$ cat config.mk
export PLATFORM = sky130hd
export DESIGN_NAME = gray_sync_decoder
export DESIGN_NICKNAME = d
export VERILOG_FILES = /design/src/rtl/gray_pkg.sv /design/src/rtl/sync_chain.sv /design/src/rtl/gray_sync_decoder.sv
export SDC_FILE = /design/constraint.sdc
export NUM_CORES = 1
export LEC_CHECK = 0
export BUFFER_PORTS_ARGS = -buffer_cell sky130_fd_sc_hd__buf_2
export CAP_MARGIN = 20
export CORE_MARGIN = 2
export CORE_UTILIZATION = 32
export DETAILED_ROUTE_END_ITERATION = 8
export GPL_TIMING_DRIVEN = 0
export HOLD_SLACK_MARGIN = 0.15
export SKIP_LAST_GASP = 1
export SLEW_MARGIN = 20
export SYNTH_ARGS = -nofsm -noshare
export SYNTH_HDL_FRONTEND = slang
export SYNTH_SLANG_ARGS = --single-unit
$ cat constraint.sdc
create_clock -name clk -period 4.3 [get_ports clk]
set_input_delay 1.29 -clock clk [delete_from_list [all_inputs] [get_ports clk]]
set_output_delay 1.29 -clock clk [all_outputs]
set_load 0.05 [all_outputs]
$ cat src/rtl/gray_pkg.sv
// rtl/gray_pkg.sv - shared types, constants and Gray helpers for the Gray pointer path
package gray_pkg;

    localparam int PRIME_CNT_W     = 3;
    localparam int SYNC_STAGES_MAX = 4;

    // Helpers operate at this width; callers zero-extend narrower values,
    // which leaves the low bits of the result unchanged.
    localparam int GRAY_MAX_W      = 64;

    typedef enum logic {
        PRIME = 1'b0,
        RUN   = 1'b1
    } prime_state_e;

    // bin[MSB] = g[MSB], bin[i] = bin[i+1] ^ g[i]
    function automatic logic [GRAY_MAX_W-1:0] gray2bin(input logic [GRAY_MAX_W-1:0] g);
        logic [GRAY_MAX_W-1:0] b;
        b = g;
        for (int i = GRAY_MAX_W - 2; i >= 0; i--) begin
            b[i] = b[i+1] ^ g[i];
        end
        return b;
    endfunction

    // True when more than one bit differs between two Gray samples
    function automatic logic multi_bit_change(input logic [GRAY_MAX_W-1:0] diff);
        return ($countones(diff) > 1);
    endfunction

endpackage

$ cat src/rtl/sync_chain.sv
// rtl/sync_chain.sv - multi-flop CDC synchronizer, no logic between stages
module sync_chain #(
    parameter int DATA_WIDTH  = 32,
    parameter int SYNC_STAGES = 2
) (
    input  logic                  clk,
    input  logic                  rst_n,
    input  logic [DATA_WIDTH-1:0] data_i,
    output logic [DATA_WIDTH-1:0] data_o
);

    (* ASYNC_REG = "TRUE", keep = "true" *)
    logic [DATA_WIDTH-1:0] sync_q [SYNC_STAGES];

    // Shift the foreign-domain value through the flop chain
    always_ff @(posedge clk or negedge rst_n) begin
        if (!rst_n) begin
            for (int i = 0; i < SYNC_STAGES; i++) begin
                sync_q[i] <= '0;
            end
        end else begin
            sync_q[0] <= data_i;
            for (int i = 1; i < SYNC_STAGES; i++) begin
                sync_q[i] <= sync_q[i-1];
            end
        end
    end

    assign data_o = sync_q[SYNC_STAGES-1];

endmodule

$ cat src/rtl/gray_sync_decoder.sv
// rtl/gray_sync_decoder.sv - Gray count synchronizer/decoder; optional GRAY_SYNC_DELTA_EN adds delta_out
module gray_sync_decoder
    import gray_pkg::*;
#(
    parameter int DATA_WIDTH  = 32,
    parameter int SYNC_STAGES = 2
) (
    input  logic                  clk,
    input  logic                  rst,
    input  logic [DATA_WIDTH-1:0] gray_in,
    input  logic                  err_clr,
    output logic [DATA_WIDTH-1:0] gray_out,
    output logic [DATA_WIDTH-1:0] bin_out,
    output logic                  upd,
    output logic                  skip_err,
`ifdef GRAY_SYNC_DELTA_EN
    output logic [DATA_WIDTH-1:0] delta_out,
`endif
    output logic                  primed
);

    logic [DATA_WIDTH-1:0]  gray_sync;

    prime_state_e           state_q, state_d;
    logic [PRIME_CNT_W-1:0] cnt_q, cnt_d;

    logic [DATA_WIDTH-1:0]  prev_g_q, prev_g_d;
    logic [DATA_WIDTH-1:0]  bin_q, bin_d;
    logic                   upd_q, upd_d;
    logic                   skip_q, skip_d;

    logic [DATA_WIDTH-1:0]  gray_diff;
    logic                   run;

    sync_chain #(
        .DATA_WIDTH  (DATA_WIDTH),
        .SYNC_STAGES (SYNC_STAGES)
    ) u_sync_chain (
        .clk    (clk),
        .rst_n  (rst),
        .data_i (gray_in),
        .data_o (gray_sync)
    );

    // Prime FSM register: counts out the synchronizer fill after reset
    always_ff @(posedge clk or negedge rst) begin
        if (!rst) begin
            state_q <= PRIME;
            cnt_q   <= '0;
        end else begin
            state_q <= state_d;
            cnt_q   <= cnt_d;
        end
    end

    // Prime FSM next state: hold off change detection until the chain holds post-reset data
    always_comb begin
        state_d = state_q;
        cnt_d   = cnt_q;
        case (state_q)
            PRIME: begin
                if (cnt_q == PRIME_CNT_W'(SYNC_STAGES)) begin
                    state_d = RUN;
                end else begin
                    cnt_d = cnt_q + PRIME_CNT_W'(1);
                end
            end
            RUN:     state_d = RUN;
            default: state_d = PRIME;
        endcase
    end

    assign run       = (state_q == RUN);
    assign gray_diff = gray_sync ^ prev_g_q;

    // Datapath next state: decode, change strobe and sticky skip flag (set beats clear)
    always_comb begin
        prev_g_d = gray_sync;
        bin_d    = DATA_WIDTH'(gray2bin(GRAY_MAX_W'(gray_sync)));
        upd_d    = run && (gray_diff != '0);
        skip_d   = skip_q;
        if (run && multi_bit_change(GRAY_MAX_W'(gray_diff))) begin
            skip_d = 1'b1;
        end else if (err_clr) begin
            skip_d = 1'b0;
        end
    end

    // Datapath registers
    always_ff @(posedge clk or negedge rst) begin
        if (!rst) begin
            prev_g_q <= '0;
            bin_q    <= '0;
            upd_q    <= 1'b0;
            skip_q   <= 1'b0;
        end else begin
            prev_g_q <= prev_g_d;
            bin_q    <= bin_d;
            upd_q    <= upd_d;
            skip_q   <= skip_d;
        end
    end

`ifdef GRAY_SYNC_DELTA_EN
    logic [DATA_WIDTH-1:0] delta_q, delta_d;

    // Step size between consecutive decoded values, modulo 2^DATA_WIDTH
    always_comb begin
        delta_d = delta_q;
        if (upd_d) begin
            delta_d = bin_d - bin_q;
        end
    end

    // Delta register, updated only alongside an upd pulse
    always_ff @(posedge clk or negedge rst) begin
        if (!rst) begin
            delta_q <= '0;
        end else begin
            delta_q <= delta_d;
        end
    end

    assign delta_out = delta_q;
`endif

    assign gray_out = gray_sync;
    assign bin_out  = bin_q;
    assign upd      = upd_q;
    assign skip_err = skip_q;
    assign primed   = run;

endmodule
# After elaboration in Yosys (flattened, before gate mapping)
# Cells that the tools add are included.
[word_totals]
reg_bits = 134
[classes]
bitwise = 34
n_addsub = 32
n_mux = 4
reduce_logical = 5
n_eq_ne = 1
order_cmp = 1
[op_table]
columns = ["operator", "count"]
rows = [
  ["1-bit by 1-bit adder with 2-bit output", 16],
  ["32-bit nonzero test", 1],
  ["32-bit bitwise XOR", 1],
  ["1-bit bitwise XOR", 31],
  ["2-bit by 2-bit adder with 3-bit output", 8],
  ["3-bit by 3-bit adder with 4-bit output", 4],
  ["4-bit by 4-bit adder with 5-bit output", 2],
  ["5-bit by 5-bit adder with 6-bit output", 1],
  ["6-bit by 1-bit greater-than comparator with 1-bit output, second input constant", 1],
  ["3-bit by 1-bit adder with 3-bit output, second input constant", 1],
  ["3-bit by 2-bit == test with 1-bit output, second input constant", 1],
  ["1-bit two-way mux", 3],
  ["1-bit logical AND", 2],
  ["1-bit inverter", 2],
  ["1-bit case mux with 2 select lines", 1],
  ["2-bit AND reduction", 1],
  ["2-bit nonzero test", 1],
]

# Logic depth before layout (Yosys ltp)
# Gate-level depths: netlist (run 1).
[depth]
depth_word = 31
mapped_depth = 18
ltp_nobuf = 18

# Cells and area by module
# From an unflattened synthesis (run 1), not the netlist that was laid out.
[unflattened]
cells_unflattened = 353
area_unflattened_um2 = 5500.3
[by_module_without_submodules]
columns = ["mod", "area_each_um2", "n_inst", "seq_area_each_um2", "cells_per_inst"]
rows = [
  ["gray_sync_decoder", 3658.5, 1, 1726.7, 257],
  ["sync_chain", 1841.8, 1, 1601.5, 96],
]

# Least setup slack after synthesis (run 1)
# No wires, ideal clock.
[synth_path]
kind = "reg-to-reg"
start = "register u_sync_chain.sync_q (netlist bit u_sync_chain.data_o[0])"
end = "register skip_q, in the netlist skip_err"
setup_slack_ps = -377
path_stages_with_launch = 15
period_less_slack_ps = 4677
arrival_ps = 4556
required_ps = 4179
cell_sequence = "dfrtp_1 xnor2_1 fa_1 inv_1 fa_1 fa_1 fa_1 fa_1 inv_1 fa_1 inv_1 fa_1 o21ai_0 nand3_1 a22o_1"
[synth_between]
elab_chain_cells = 9
elab_cells_between_ends = 10
[synth_lines]
columns = ["element", "line", "text"]
rows = [
  ["from (decl)", "sync_chain.sv:13", "logic [DATA_WIDTH-1:0] sync_q [SYNC_STAGES];"],
  ["from (signal, indexed assignment)", "sync_chain.sv:24", "sync_q[i] <= sync_q[i-1];"],
  ["32-bit bitwise XOR *", "gray_sync_decoder.sv:74", "assign gray_diff = gray_sync ^ prev_g_q;"],
  ["1-bit by 1-bit adder with 2-bit output (not written as such) *", "gray_pkg.sv:28", "return ($countones(diff) > 1);"],
  ["2-bit by 2-bit adder with 3-bit output (not written as such) *", "gray_pkg.sv:28", ""],
  ["3-bit by 3-bit adder with 4-bit output (not written as such) *", "gray_pkg.sv:28", ""],
  ["4-bit by 4-bit adder with 5-bit output (not written as such) *", "gray_pkg.sv:28", ""],
  ["5-bit by 5-bit adder with 6-bit output (not written as such) *", "gray_pkg.sv:28", ""],
  ["6-bit by 1-bit greater-than comparator with 1-bit output *", "gray_pkg.sv:28", ""],
  ["1-bit logical AND *", "gray_sync_decoder.sv:82", "if (run && multi_bit_change(GRAY_MAX_W'(gray_diff))) begin"],
  ["1-bit two-way mux or 2-bit nonzero test (tied branches)", "--", ""],
  ["to (signal assigned)", "gray_sync_decoder.sv:100", "skip_q <= skip_d;"],
  ["to (decl)", "gray_sync_decoder.sv:30", "logic skip_q, skip_d;"],
]
# Every way passes the cells marked *; elsewhere a longest branch is shown, timed or not.
# A chain may end at the register's enable or synchronous reset.

# Final worst setup path (run 1)
[layout_path]
start = "register prev_g_q[17]"
end = "register skip_q, in the netlist skip_err"
[layout_between]
elab_chain_cells = 9
elab_cells_between_ends = 10
[layout_lines]
columns = ["element", "line", "text"]
rows = [
  ["from (decl)", "gray_sync_decoder.sv:27", "logic [DATA_WIDTH-1:0] prev_g_q, prev_g_d;"],
  ["from (signal assigned)", "gray_sync_decoder.sv:97", "prev_g_q <= prev_g_d;"],
  ["32-bit bitwise XOR *", "gray_sync_decoder.sv:74", ""],
  ["1-bit by 1-bit adder with 2-bit output (not written as such) *", "gray_pkg.sv:28", ""],
  ["2-bit by 2-bit adder with 3-bit output (not written as such) *", "gray_pkg.sv:28", ""],
  ["3-bit by 3-bit adder with 4-bit output (not written as such) *", "gray_pkg.sv:28", ""],
  ["4-bit by 4-bit adder with 5-bit output (not written as such) *", "gray_pkg.sv:28", ""],
  ["5-bit by 5-bit adder with 6-bit output (not written as such) *", "gray_pkg.sv:28", ""],
  ["6-bit by 1-bit greater-than comparator with 1-bit output *", "gray_pkg.sv:28", ""],
  ["1-bit logical AND *", "gray_sync_decoder.sv:82", ""],
  ["1-bit two-way mux or 2-bit nonzero test (tied branches)", "--", ""],
]
# Marked as above.

==> metrics.txt, run 1 <==
status=finished, violations left; failing checks=negative setup slack; Clk pwr share=between 20 and 30%; R2R cell count=15; H-Tree Depth=4; CTS buffer count=17; Sw Share=39.5%; total gr overflow=0; worst reg2reg startpoint=prev_g_q[17]; LEAKAGE=3.41 nW; drt first pass iters=4; min Tclk post-route=4.85 ns; Initial Util=32.8%; clock latency on the worst-skew pair=0.42 ns; Worst Path Required=~4.6 ns; Hold Path Depth=0; largest net degree at the start of global routing=77; Max Slew Vio Count=0; worst-path fanout max=2; CP Launch Type=flop; worst r2r dst=skip_err; cells after synthesis=351; antenna violations before repair=0; Max IR drop VDD=0.478 mV; Die W=135 um; clk sinks=about 130; post-route clock period utilization=113%; routed len/inst=about 14 um; Post-Syn Nets=420; Via density=slightly below 4; synth warn=0; max cap viols=0; overall global routing resource usage=between 10% and 20%; clock-pin slew on the worst setup and hold paths=0.06 ns; Syn-to-layout area delta=30.5%; CTS tree=done; via count=2803; layout cell share with drive strength beyond 1=a little over two fifths; Hold Path End=u_sync_chain.data_o[23]; routed wire length=between 9000 and 10000 um; met1 Track Usage GR=15.8%; NetSw=2.14 mW; placed cell area=6280 um2; first-pass GRT wire length=between 15000 and 20000 um; Final Hold Viols=0; clk_skew=approximately 0.0091 ns; final core utilization=42.8%; Crit path arrival time=about 5.2 ns; drt initial violations=103; port buffer count=slightly above 100; critical path endpoint category=flop; vias in the first global route=3130; Seq cells post-synth=133; worst setup margin=-0.550 ns; Power Density=between 700 and 800 nW/um2; crit path kind=flop to flop; # setup viols final=1; GRT busiest layer=met2; die area=18100 um2; Final GP Congestion=0.892; top-level I/O count=102; Antenna Cells=0; Hold-fix buffers, CTS=0; internal power=3.28 mW; Flop pwr share=28.0%; Syn Std Cell Area=5460 um2; Routed Antenna Nets=0; R2R setup slack=-0.55 ns; combinational power share=44.3%; final net count=550; Seq/Total Area, Yosys=61.0%; Max Buffers Root-to-Sink=2; die height=roughly 130 um; fmax=just over 200 MHz; core outline area=16600 um2; hpwl dp=7240 um; syn_area_per_cell=15.5 um2; HP Class=flop to flop; RSZ-0062 raised after global routing=yes; FP Rows=47; Slew Limit Headroom=50.4%; post-synth cell types=27; measured slew at the worst slew-check pin=0.739 ns; met3 Usage GRT=4.20%; HP Start=u_sync_chain.sync_q[55]; post-route cell area=7120 um2; DR DRC count=0; M2 GR Usage=18.7%; clk root buf=clkbuf_16
==> power groups by stage <==
stage / Sequential (mW) / Clock, mW / Combinational (mW)
final: 1.52 / 1.50 / 2.40
after global routing: 1.54 / 1.60 / 2.70
after CTS: 1.52 / 1.54 / 2.40
after detailed placement: 1.54 / 0 / 2.36
after global placement: 1.54 / 0 / 2.32
after floorplan: 2.01 / 0 / 1.37
==> cell families (layout without fill, tap and decap cells) <==
logic type	count (synthesis)	in the layout	synth area share (%)
fa+ha+maj	34	34	11.1
flops	133	133	61.0
simple gates	19	19	2.02
xor+xnor	93	93	18.4
compound gates	6	6	0.688
buf+inv	66	209	6.81
==> critical path: stages, from the launching register on <==
cell     delay (ns)
dfrtp_1        0.42
xnor2_4        0.18
fa_1           0.53
inv_1          0.05
fa_1           0.50
inv_1          0.05
fa_1           0.47
inv_1          0.05
fa_2           0.53
fa_1           0.43
fa_1           0.50
ha_2           0.18
fa_1           0.41
nor2_1         0.10
nand3_1        0.12
a22o_1         0.19
==> repair_timing <==
item / CTS / global route
buffers inserted: 5 / 4
endpoints found under the setup margin: 1 / 1
resized for setup: 25 / 4
cloned: 0 / 0
pin swaps: 4 / 9
==> placed cells by master (no fill, tap or decap), types with 2 or more instances in the layout <==
| master | count |
|---|---|
| xor2_1 | 28 |
| inv_1 | 33 |
| clkinv_4 | 4 |
| fa_1 | 21 |
| inv_8 | 3 |
| xnor2_2 | 8 |
| buf_4 | 42 |
| dfrtp_2 | 11 |
| xnor2_4 | 3 |
| nand3_1 | 2 |
| buf_2 | 100 |
| xnor3_2 | 2 |
| fa_2 | 3 |
| xnor3_1 | 9 |
| a21oi_1 | 2 |
| and3b_1 | 2 |
| dfrtp_1 | 122 |
| nor4_1 | 2 |
| nand2_1 | 3 |
| inv_6 | 2 |
| clkbuf_16 | 17 |
| nor2_1 | 4 |
| bufinv_16 | 3 |
| ha_1 | 9 |
| xor2_2 | 4 |
| clkinvlp_4 | 2 |
| xnor2_1 | 38 |
==> layer usage <==
metal | up-vias | share of wire [%]
met5 | - | 0
met4 | 0 | 2.0
met3 | 14 | 5.2
met2 | 76 | 49
met1 | 1403 | 44
li1 | 1310 | -
==> worst max-delay path by stage <==
stage,start,to,slack [ns],depth (start not counted)
after floorplan,u_sync_chain.data_o[17],skip_err,-0.32,16
after global placement,u_sync_chain.data_o[3],skip_err,-0.68,16
after detailed placement,u_sync_chain.data_o[3],skip_err,-0.68,16
after CTS,u_sync_chain.data_o[17],skip_err,-0.55,15
after global routing,u_sync_chain.data_o[17],skip_err,-0.69,15
final,prev_g_q[17],skip_err,-0.55,15
==> stage by stage <==
stage | setup slack, ns | TNS, ns | hold slack [ns] | power, mW | std cells
CTS | -0.546 | -0.546 | 0.348 | 5.46 | 710
global placement | -0.680 | -0.680 | 0.331 | 3.86 | 672
global route | -0.688 | -0.688 | 0.350 | 5.84 | 714
floorplan | -0.322 | -0.322 | 0.331 | 3.38 | 351
detailed placement | -0.683 | -0.683 | 0.335 | 3.90 | 673
finish | -0.550 | -0.550 | 0.346 | 5.41 | 714
==> Yosys cell counts <==
cell type    n  area (um2)
a21oi_1      2        10.0
a22o_1       1        8.76
a41oi_1      1        8.76
and3_1       1        6.26
and3b_1      2        17.5
and4_1       1        8.76
and4b_1      1        10.0
buf_4       33         248
dfrtp_1    133        3330
fa_1        24         480
ha_1        10         125
inv_1       33         124
nand2_1      3        11.3
nand3_1      2        10.0
nand3b_1     1        7.51
nand4_1      1        6.26
nor2_1       4        15.0
nor3_1       1        5.00
nor4_1       2        12.5
o21ai_0      2        10.0
xnor2_1     47         412
xnor2_2      1        16.3
xnor2_4      1        27.5
xnor3_1      9         203
xnor3_2      2        47.6
xor2_1      32         280
xor2_2       1        16.3
==> flip-flops by register name, indices dropped and copies added, names as in the netlist <==
name / flops
bin_out: 32
cnt_q: 3
prev_g_q: 31
primed: 1
skip_err: 1
u_sync_chain.data_o: 32
u_sync_chain.sync_q: 32
upd: 1
==> final cells by class <==
type | instances | area, um2
Fill cell | 1541 | 9520
Timing Repair Buffer | 111 | 611
Clock inverter | 15 | 196
Inverter | 33 | 124
Sequential cell | 133 | 3340
Tap cell | 220 | 275
Buffer | 33 | 248
Multi-Input combinational cell | 152 | 1900
Clock buffer | 17 | 425
Power figures use the tool's default switching activity.
==> inputs of run 2 (changes only) <==
--- a/config.mk
+++ b/config.mk
@@ -8,7 +8,8 @@
 export BUFFER_PORTS_ARGS = -buffer_cell sky130_fd_sc_hd__buf_2
 export CAP_MARGIN = 20
 export CORE_MARGIN = 2
-export CORE_UTILIZATION = 32
+export CORE_UTILIZATION = 30
+export CTS_CLUSTER_SIZE = 30
 export DETAILED_ROUTE_END_ITERATION = 8
 export GPL_TIMING_DRIVEN = 0
 export HOLD_SLACK_MARGIN = 0.15
==> run 2 against run 1 <==
Effect of this change:
- critical path depth grew 1
- cell area shrank 0.83%
- die area grew 6.5%
- largest cell class unchanged
- the flow still finishes with violations (negative setup slack)
==> metrics.txt, run 2 (synthesis gave the netlist of run 1 again) <==
Hold Path Depth=0 (unchanged); Routed Antenna Nets=0 (unchanged); Syn-to-layout area delta=29.4%; vias in the first global route=3144 (+0.45%); hpwl dp=7570 um (+4.6%); core outline area=17900 um2 (+7.6%); routed wire length=10100 um (+1.9%); top-level I/O count=102 (unchanged); # setup viols final=1 (unchanged); clk root buf=clkbuf_16; critical path endpoint category=flop; Hold Path End=u_sync_chain.data_o[23]; antenna violations before repair=0 (unchanged); Die W=139 um (+3.2%); worst r2r dst=skip_err; Final GP Congestion=0.764 (-14%); worst setup margin=-0.555 ns (-0.00525 ns); met3 Usage GRT=3.94% (-0.27 points); most frequent cells in the layout=dfrtp_1, buf_2, xnor2_1, buf_4, inv_1; CTS buffer count=17 (unchanged); layout cell share with drive strength beyond 1=40.2% (-2.1 points); Worst Setup SP=prev_g_q[17]; Via density=3.83 (-2.5%); Final Non-Filler Cells=717 (+0.42%); min Tclk post-route=4.86 ns (+0.00525 ns); routed len/inst=14.0 um (+1.4%); M2 GR Usage=18.4% (-0.35 points); first-pass GRT wire length=17000 um (+4.0%); RSZ-0062 raised after global routing=yes; Slew Limit Headroom=51.6% (+1.2 points); max cap viols=0 (unchanged); clock latency on the worst-skew pair=0.41 ns (about the same); measured slew at the worst slew-check pin=0.721 ns (-0.0180 ns); Hold-fix buffers, CTS=0 (unchanged); R2R cell count=16 (+1); overall global routing resource usage=11.6% (-0.70 points); Initial Util=30.5% (-2.3 points); clk_skew=0.00656 ns (-0.00256 ns); port buffer count=101 (unchanged); Max Buffers Root-to-Sink=2 (unchanged); Fill cells=1704 (+11%); Antenna Cells=0 (unchanged); largest net degree at the start of global routing=71 (-7.8%); CTS tree=done; drt first pass iters=4 (unchanged); WHS=0.343 ns (-0.00351 ns); commonest non-fill, non-tap cell in the layout=dfrtp_1; worst reg2reg startpoint=prev_g_q[17]; Power Density=766 nW/um2 (+0.67%); worst-path fanout max=2 (unchanged); HP Class=flop to flop; met1 Track Usage GR=14.7% (-1.1 points); drt initial violations=58 (-44%); DR DRC count=0 (unchanged); HP Start=u_sync_chain.sync_q[55]; die area=19300 um2 (+6.5%); H-Tree Depth=4 (unchanged); clock-pin slew on the worst setup and hold paths=0.06 ns (about the same); Worst Path Required=4.59 ns (about the same); Max IR drop VDD=0.398 mV (-17%); LEAKAGE=3.39 nW (-0.39%); Final Hold Viols=0 (unchanged); failing checks=negative setup slack; area of the multi-input gates=1870 um2 (-1.6%); FP Rows=49 (+4.3%); pre-CTS WS=-0.758 ns (-0.0753 ns); sequential cell area=3340 um2 (-0.11%); crit path kind=flop to flop; total gr overflow=0 (unchanged); Placed Cells=682 (+1.3%); status=finished, violations left; fmax=206 MHz (-0.11%); GRT busiest layer=met2; clk sinks=133 (unchanged); die height=139 um (+3.2%); post-route clock period utilization=113% (+0.12 points); Max Slew Vio Count=0 (unchanged); final net count=545 (-0.91%); CP Launch Type=flop; via count=2745 (-2.1%); Crit path arrival time=5.15 ns (about the same); R2R setup slack=-0.56 ns (about the same)
## run 2: cell types whose count changed in the layout (fill, tap and decap cells not counted), sizes merged
| cell | previous run | this run |
|---|---|---|
| bufinv | 3 | 4 |
| inv | 38 | 33 |
| clkinvlp | 2 | 1 |
| clkbuf | 17 | 21 |
| buf | 144 | 139 |
## run 2: metal layers
metal	vias to the layer above	part of all wire, %	wire length [um]
met2	66	50	4990
met4	0	1.4	140
met3	11	4.4	448
met1	1372	45	4490
met5	-	0	0
li1	1296	-	-
## run 2: how the worst max path moves through the flow
| stage | end | slack, ns |
|---|---|---|
| global route | skip_err | -0.75 |
| floorplan | skip_err | -0.32 |
| finish | skip_err | -0.56 |
| CTS | skip_err | -0.58 |
| global placement | skip_err | -0.79 |
| detailed placement | skip_err | -0.76 |
## run 2: stage by stage
step | TNS, ns | util [%] | power (mW) | area, um2
floorplan | -0.322 | - | 3.38 | 5470
global route | -0.749 | 39.4 | 5.84 | 7060
finish | -0.555 | 39.4 | 5.41 | 7060
detailed placement | -0.758 | 35.2 | 3.96 | 6290
global placement | -0.791 | 35.0 | 3.95 | 6260
CTS | -0.585 | 39.3 | 5.53 | 7030
## run 2: critical path: stages (launching register included)
cell and delay (ns):
dfrtp_1 0.41, xnor2_2 0.19, fa_1 0.56, inv_1 0.06
fa_1 0.43, fa_1 0.48, fa_1 0.52, fa_1 0.55
inv_1 0.05, fa_1 0.53, inv_1 0.07, ha_1 0.29
a21oi_1 0.13, nand3_1 0.09, o21ai_1 0.07, nand3_1 0.11
a22o_1 0.19
## run 2: cell type report
class                   instances  area share [%]
flip-flops and latches        133            47.3
multi-input cells             152            26.4
repair buffers                106            8.12
clock buffers                  21            6.66
well taps                     229            4.06
plain buffers                  33            3.51
clock inverters                10            2.16
inverters                      33            1.75
## run 2: power breakdown
| part | internal (mW) | switching (mW) |
|---|---|---|
| combinational | 0.883 | 1.49 |
| sequential | 1.45 | 0.0722 |
| clock | 1.01 | 0.503 |
## run 2: repair_timing
item,in CTS,in global routing
resized for setup,17,4
pin swaps,3,2
endpoints found under the setup margin,1,1
setup buffers,4,0
==> inputs of run 3 (changes only) <==
--- a/config.mk
+++ b/config.mk
@@ -7,11 +7,9 @@
 export LEC_CHECK = 0
 export BUFFER_PORTS_ARGS = -buffer_cell sky130_fd_sc_hd__buf_2
 export CAP_MARGIN = 20
-export CORE_MARGIN = 2
 export CORE_UTILIZATION = 30
 export CTS_CLUSTER_SIZE = 30
 export DETAILED_ROUTE_END_ITERATION = 8
-export GPL_TIMING_DRIVEN = 0
 export HOLD_SLACK_MARGIN = 0.15
 export SKIP_LAST_GASP = 1
 export SLEW_MARGIN = 20
==> constraint.sdc (replaced) <==
create_clock -name clk -period 4.18 [get_ports clk]
set_input_delay 1.254 -clock clk [delete_from_list [all_inputs] [get_ports clk]]
set_output_delay 1.254 -clock clk [all_outputs]
set_load 0.05 [all_outputs]
==> run 3 against run 2 <==
Effect of this change:
- the run still ends with negative setup slack left
- non-clock buffer count grew 1
- die area down 2.9%
- hold slack gained 0.0018 ns
- combinational power grew 4%
- sequential cell count did not move
- via count grew 2.3%
- core utilization rose by 0.17 points
- first-iteration DRC count up 84%
- count of clock-buffer cells in the layout fell by 3
- global-route usage grew 0.77 points
- largest cell class unchanged
- highest routed layer unchanged
==> metrics.txt, run 3 (synthesis gave the netlist of run 1 again) <==
CTS buffer count=17 (unchanged); Final Non-Filler Cells=715 (-0.28%); slowest CP cell=fa_1; Initial Util=31.1% (+0.63 points); vias in the first global route=3139 (-0.16%); HP Class=flop to flop; failing checks=negative setup slack; most frequent cells in the layout=dfrtp_1, buf_2, xnor2_1, buf_4, inv_1; pre-CTS WS=-0.783 ns (-0.0252 ns); cell repeated most along the worst path=fa_1; status=finished, violations left; combinational power share=44.6% (+0.6 points); port buffer count=101 (unchanged); first-pass GRT wire length=16400 um (-3.0%); CTS tree=done; Clk pwr share=27.5% (-0.4 points); Power Density=798 nW/um2 (+4.2%); # setup viols final=1 (unchanged); final net count=546 (+0.18%); Syn-to-layout area delta=27.3%; internal power=3.36 mW (+0.70%); M2 GR Usage=19.2% (+0.85 points); routed wire length=10200 um (+1.6%); placed cell area=6310 um2 (+0.22%); clk sinks=133 (unchanged); die area=18700 um2 (-2.9%); total gr overflow=0 (unchanged); NetSw=2.18 mW (+5.4%); overall global routing resource usage=12.3% (+0.77 points); GRT busiest layer=met2; clk root buf=clkbuf_16; Power, Total=5.54 mW (+2.5%); hpwl dp=7780 um (+2.8%); post-route cell area=6950 um2 (-1.6%); drt initial violations=107 (+84%); layout cell share with drive strength beyond 1=37.1% (-3.0 points); die height=137 um (-1.4%); Final GP Congestion=0.816 (+6.9%); clock latency on the worst-skew pair=0.41 ns (about the same); top-level I/O count=102 (unchanged); antenna violations before repair=0 (unchanged); Final Hold Viols=0 (unchanged); delay-heaviest family, CP=adder cells; Flop pwr share=27.9% (-0.2 points); final core utilization=39.6% (+0.17 points); RSZ-0062 raised after global routing=yes; WHS=0.345 ns (+0.00176 ns); drt first pass iters=4 (unchanged); crit path kind=flop to flop; Max Slew Vio Count=0 (unchanged); fmax=209 MHz (+1.3%); Crit path arrival time=5.09 ns (-0.06 ns); routed len/inst=14.3 um (+1.8%); Max Buffers Root-to-Sink=2 (unchanged); worst-path fanout max=2 (unchanged); worst setup margin=-0.611 ns (-0.0554 ns); met1 Track Usage GR=15.9% (+1.2 points); setup TNS=-0.611 ns (-0.0554 ns); Worst Path Required=4.48 ns (-0.11 ns); LEAKAGE=3.35 nW (-1.3%); Antenna Cells=0 (unchanged); Slew Limit Headroom=39.6% (-12 points); worst path cell trace=xnor2_2, fa_1, inv_1, fa_1, inv_1, fa_1, inv_1, fa_1, fa_1, fa_1, ha_2, fa_1, o21ai_1, nand3_1, a22o_1; min Tclk post-route=4.79 ns (-0.0646 ns); Sw Share=39.4% (+1.1 points); max cap viols=0 (unchanged); core outline area=17500 um2 (-2.0%); met3 Usage GRT=3.93% (-0.011 points); worst path bufs/invs=3 (unchanged); CP Launch Type=flop; Routed Antenna Nets=0 (unchanged); clock-pin slew on the worst setup and hold paths=0.06 ns (about the same); critical path endpoint category=flop; FP Rows=48 (-2.0%); clk_skew=0.00833 ns (+0.00177 ns); DR DRC count=0 (unchanged); Crit path largest cell delay=0.54 ns (-0.02 ns); Placed Cells=682 (unchanged); Max IR drop VDD=0.416 mV (+4.5%); post-route clock period utilization=115% (+1.7 points); Via density=3.93 (+2.5%); commonest non-fill, non-tap cell in the layout=dfrtp_1; H-Tree Depth=4 (unchanged); Die W=137 um (-1.4%); largest net degree at the start of global routing=72 (+1.4%); via count=2807 (+2.3%); measured slew at the worst slew-check pin=0.900 ns (+0.179 ns)
-- run 3: cell count changes in the layout (fill, tap and decap cells not counted), moves of 4 or more --
cell | before | now
dfrtp_1 | 125 | 133
xor2_2 | 5 | 1
inv_6 | 0 | 4
dfrtp_2 | 8 | 0
xor2_1 | 28 | 32
xnor2_2 | 9 | 4
xnor2_1 | 38 | 44
-- run 3: worst paths after layout --
check | from | end | slack (ns) | depth (start not counted)
max in group asynchronous | rst | u_sync_chain.data_o[29] | 2.60 | 2
setup reg to reg | u_sync_chain.data_o[17] | skip_err | -0.61 | 15
setup / recovery | u_sync_chain.data_o[17] | skip_err | -0.61 | 15
min in group asynchronous | rst | bin_out[24] | 0.84 | 1
hold / removal | u_sync_chain.sync_q[33] | u_sync_chain.data_o[1] | 0.34 | 0
hold reg to reg | u_sync_chain.sync_q[33] | u_sync_chain.data_o[1] | 0.34 | 0
-- run 3: area by class of cell --
cell class | count | area [um2]
clock buffers | 18 | 439
well taps | 225 | 282
multi-input cells | 152 | 1780
flip-flops and latches | 133 | 3330
clock inverters | 14 | 173
repair buffers | 140 | 817
fillers | 1699 | 10600
inverters | 33 | 124
-- run 3: timing repair --
| action | CTS | global route |
|---|---|---|
| hold buffers | 0 | 0 |
| gates resized for setup | 3 | 0 |
| endpoints found under the setup margin | 1 | 1 |
| setup buffers | 1 | 0 |
| pin swaps | 4 | 0 |
-- run 3: routing by layer --
metal / vias to the layer above / wire length (um)
met3: 14 / 551
met5: - / 0
met1: 1413 / 4560
met4: 0 / 165
met2: 76 / 4950
li1: 1304 / -
-- run 3: power by group through the flow --
stage | combinational (mW) | clock, mW | sequential [mW]
floorplan | 1.41 | 0 | 2.07
global placement | 2.48 | 0 | 1.57
detailed placement | 2.51 | 0 | 1.57
CTS | 2.53 | 1.57 | 1.55
global route | 2.77 | 1.63 | 1.56
finish | 2.47 | 1.53 | 1.54
